==> src/rtl/scan_signature_analyzer.sv <==
// Scan-out response compactor: folds CHAIN_LEN bits per captured pattern into a SISR and
// compares the final signature with GOLDEN. Optional x_mask input under SCAN_SIGNATURE_XMASK_EN.
module scan_signature_analyzer #(
  parameter int                SIG_W        = 8,
  parameter int                CHAIN_LEN    = 8,
  parameter int                NUM_PATTERNS = 2,
  parameter logic [SIG_W-1:0]  POLY         = 8'h1D,
  parameter logic [SIG_W-1:0]  SEED         = 8'h00,
  parameter logic [SIG_W-1:0]  GOLDEN       = 8'h00
) (
  input  logic                                  clk,
  input  logic                                  rst,
  input  logic                                  start,
  input  logic                                  scan_en,
  input  logic                                  scan_data,
`ifdef SCAN_SIGNATURE_XMASK_EN
  input  logic                                  x_mask,
`endif
  output logic                                  busy,
  output logic                                  done,
  output logic                                  pass,
  output logic [SIG_W-1:0]                      signature,
  output logic [$clog2(NUM_PATTERNS+1)-1:0]     pattern_cnt
);

  localparam int CW = $clog2(CHAIN_LEN + 1);
  localparam int PW = $clog2(NUM_PATTERNS + 1);

  localparam logic [1:0] IDLE   = 2'd0;
  localparam logic [1:0] ARMED  = 2'd1;
  localparam logic [1:0] WINDOW = 2'd2;
  localparam logic [1:0] DONE   = 2'd3;

  logic [1:0]       state;
  logic [CW-1:0]    bit_cnt;
  logic             scan_en_d;
  logic             bit_in;
  logic             window_open;
  logic             accept;
  logic             window_end;
  logic [CW-1:0]    bit_cnt_inc;
  logic [PW-1:0]    pattern_cnt_inc;
  logic [SIG_W-1:0] sig_next;

`ifdef SCAN_SIGNATURE_XMASK_EN
  assign bit_in = scan_data & ~x_mask;
`else
  assign bit_in = scan_data;
`endif

  // First shift cycle after a capture cycle.
  assign window_open     = ~scan_en_d & scan_en;
  assign accept          = ((state == ARMED) & window_open) | ((state == WINDOW) & scan_en);
  // bit_cnt is 0 in ARMED, so the increment covers both the first and later bits.
  assign bit_cnt_inc     = bit_cnt + CW'(1);
  assign window_end      = accept & (bit_cnt_inc == CW'(CHAIN_LEN));
  assign pattern_cnt_inc = pattern_cnt + PW'(1);
  assign sig_next        = {signature[SIG_W-2:0], 1'b0}
                         ^ (signature[SIG_W-1] ? POLY : '0)
                         ^ {{(SIG_W-1){1'b0}}, bit_in};

  assign busy = (state == ARMED) | (state == WINDOW);
  assign done = (state == DONE);

  // NOTE: all state below uses non-blocking assignments so every register samples pre-edge values.
  always_ff @(posedge clk or posedge rst) begin
    if (rst) begin
      state       <= IDLE;
      signature   <= SEED;
      pattern_cnt <= '0;
      bit_cnt     <= '0;
      scan_en_d   <= 1'b1;
      pass        <= 1'b0;
    end else begin
      scan_en_d <= scan_en;
      if (start) begin
        state       <= ARMED;
        signature   <= SEED;
        pattern_cnt <= '0;
        bit_cnt     <= '0;
        pass        <= 1'b0;
      end else if (accept) begin
        signature <= sig_next;
        if (window_end) begin
          bit_cnt     <= '0;
          pattern_cnt <= pattern_cnt_inc;
          if (pattern_cnt_inc == PW'(NUM_PATTERNS)) begin
            state <= DONE;
            pass  <= (sig_next == GOLDEN);
          end else begin
            state <= ARMED;
          end
        end else begin
          bit_cnt <= bit_cnt_inc;
          state   <= WINDOW;
        end
      end else if (state == WINDOW) begin
        // Early capture: keep the compacted bits, drop the window from the count.
        bit_cnt <= '0;
        state   <= ARMED;
      end
    end
  end

endmodule

==> config.mk <==
export PLATFORM = sky130hd
export DESIGN_NAME = scan_signature_analyzer
export DESIGN_NICKNAME = d
export VERILOG_FILES = /design/src/rtl/scan_signature_analyzer.sv
export SDC_FILE = /design/constraint.sdc
export NUM_CORES = 1
export LEC_CHECK = 0
export BUFFER_PORTS_ARGS = -buffer_cell sky130_fd_sc_hd__buf_4
export CAP_MARGIN = 20
export CORE_MARGIN = 1.5
export CORE_UTILIZATION = 30
export DETAILED_ROUTE_END_ITERATION = 12
export PLACE_DENSITY = 0.57
export SYNTH_ARGS = -nofsm -noshare
export SYNTH_HDL_FRONTEND = slang
export SYNTH_SLANG_ARGS = --single-unit
==> constraint.sdc <==
create_clock -name clk -period 1.96 [get_ports clk]
set_input_delay 0.196 -clock clk [delete_from_list [all_inputs] [get_ports clk]]
set_output_delay 0.196 -clock clk [all_outputs]
set_load 0.02 [all_outputs]
==> results.md <==
- Peak supply drop: 380 µV
- Die height: 61.8 µm
- Final min period: 1.74 ns
- Io pins: 18
- Postcts setup bufs: 0
- Final setup violation count: 0
- Area Growth Syn to Fin: 19.8%
- Power, Total: 762 µW
- DRT antenna net count: 0
- CP Max Fanout: 13
- Drt pass-1 iters: 4
- Status: complete, but fails checks
- Total number of vias: 840
- Tightest Pin Transition: 0.671 ns
- Commonest non-fill, non-tap cell in the layout: buf_4
- Worst rel slew slack: 0.552
- Worst setup margin: 0.221 ns
- H-tree levels: 1
- GR Util All Layers: 0.127
- Top cell type's share of synthesized area: 0.410
- Total CTS buffers: 3
- Initial antenna violation count: 0
- Worst path arrival time: 1.94 ns
- Mapped Nets: 118
- # port buffers: 17
- Leakage: 0.000570 µW
- Hold Vio Cnt, Final: 17
- Fin nets: 137
- Clock Skew: 0.00223 ns
- Die area: 3820 µm²
- Iteration-0 DRC Markers: 43
- Clock buffer depth: 2
- Clock-pin slew on the worst setup and hold paths: 0.11 ns
- Cells after Synth: 107
- Hold-fix buffers, CTS: 0
- Antenna Cells: 0
- GRT overflow: 0
- Setup WS pre-CTS: 0.264 ns
- Crit Path Class: reg -> reg
- R2R setup slack: 0.22 ns
- Startpoint types: register
- Failing checks: hold timing
- Synth unique cells: 37
- FP Rows: 21
- Layout cell share with drive strength beyond 1: 0.248
- Fmax: 0.575 GHz
- HPWL Detailed: 1.60 mm
- Vias per cell: 4.91
- Synth Flop Type: dfrtp_1
- Via count of the first global-routing pass: 838
- Total detailed-routing wirelength: 2.15 mm
- Largest area contributor in the netlist: dfrtp_1
- Critical path capture point type: register
- Worst EP required: 2.16 ns
- CTS tree: built
- Clk Tree Root Cell: clkbuf_4
- Max_cap viols: 0
- Syn Std Cell Area: 1040 µm²
- Clk_lat worst skew: 0.29 ns
- Largest net degree at the start of global routing: 20
- Commonest non-fill, non-tap cells in the layout: 19 x buf_4, 17 x dfrtp_1, 9 x nor2_1, 9 x nand2_1, 8 x a21oi_1
- Post-synth ARST share: 1.00
- DIE WIDTH: 61.8 µm
- Initial Util: 0.311
- # resized after CTS: 0
- Dominant cells by area after synthesis: dfrtp_1 41%, ha_1 7.2%, a211oi_1 4.3%
- Placeable Area: 3340 µm²
- Fin crit share: 0.887
- Placed cell area: 1210 µm²
- RSZ-0062 raised after global routing: no
- Yosys warning count: 0
- Yosys reg bits: 18
- Fillers: 347
- Fin util: 0.373
- First-pass GRT wire length: 3.62 mm
- P per Cell Area: 612 nW/µm²
- Hold_ws: -0.00622 ns
- Syn Area/Cell: 9.71 µm²
- Setup TNS: 0 ns
- Post-synth EDFFs: 0
- Drt wl/cell: 12.5 µm
- Finished layout cell area: 1240 µm²
- Drt drc: 0
- Routability cong.: 0.763
- Worst hold path class: in -> async
- Slew Limit Fails: 0
- Post-synthesis sequential area ratio: 0.435
- CTS sink cnt: 18
==> metal layers <==
| metal | vias up | share of wire | GRT usage |
|---|---|---|---|
| met2 | 12 | 0.50 | 0.214 |
| li1 | 417 | - | - |
| met3 | 4 | 0.026 | 0.0393 |
| met4 | 0 | 0.011 | 0.0334 |
| met1 | 407 | 0.47 | 0.159 |
| met5 | - | 0 | 0 |
==> final cells by class <==
cell class | instances | area [µm²] | area share
flip-flops and latches | 18 | 452 | 0.363
clock buffers | 4 | 36.3 | 0.0292
multi-input cells | 77 | 529 | 0.426
inverters | 7 | 26.3 | 0.0211
well taps | 46 | 57.6 | 0.0463
repair buffers | 19 | 143 | 0.115
==> cells by family (layout without fill, tap and decap cells) <==
| group | after synthesis | after routing | synth area share |
|---|---|---|---|
| adder cells (fa/ha/maj) | 6 | 6 | 0.0723 |
| AO/OA/AOI/OAI | 26 | 26 | 0.184 |
| multiplexers | 4 | 4 | 0.0410 |
| flip-flops | 18 | 18 | 0.435 |
| AND/OR/NAND/NOR | 36 | 36 | 0.170 |
| buffers and inverters | 12 | 30 | 0.0554 |
| XOR/XNOR | 5 | 5 | 0.0422 |
==> power breakdown <==
part | switching [µW] | internal, µW | total [µW]
registers | 19.3 | 386 | 406
logic | 73.9 | 51.7 | 126
clock network | 117 | 113 | 231
total | 211 | 551 | 762
==> cell usage after synthesis (2+ instances only) <==
library cell,n
nand2_1,9
inv_1,7
nor2_1,9
dfrtp_1,17
xnor2_1,5
a21oi_1,8
mux2i_1,2
nand3_1,7
a211oi_1,6
o211a_1,2
ha_1,6
nor3_1,2
nand4_1,3
==> final timing paths <==
kind	startpoint	end	cells after the start
worst min-delay path	rst	state[0]	2
worst max-delay path	state[1]	signature[2]	7
worst max register to register	state[1]	signature[2]	7
worst min register to register	pass	pass	2
min in group clk	scan_en	scan_en_d	1
max in group asynchronous	rst	pattern_cnt[0]	2
==> worst max-delay path, stage by stage (launching register included) <==
cell and delay (ns):
dfrtp_1 0.44, inv_1 0.07, ha_1 0.12, nor2b_2 0.21, o21a_1 0.30, buf_4 0.24
nor2_1 0.05, a211oi_1 0.21
==> sequential cells by signal (all words and copies together), names as in the netlist <==
signal / count
bit_cnt: 4
pass: 1
pattern_cnt: 2
scan_en_d: 1
signature: 8
state: 2
==> metrics by stage <==
stage                     hold WS (ns)  cells
after floorplan                  0.134    107
after global routing            0.0139    171
after detailed placement         0.349    167
after global placement           0.340    167
after CTS                       0.0159    171
final                         -0.00622    171
Note: power is estimated with default switching activity, not from simulation.
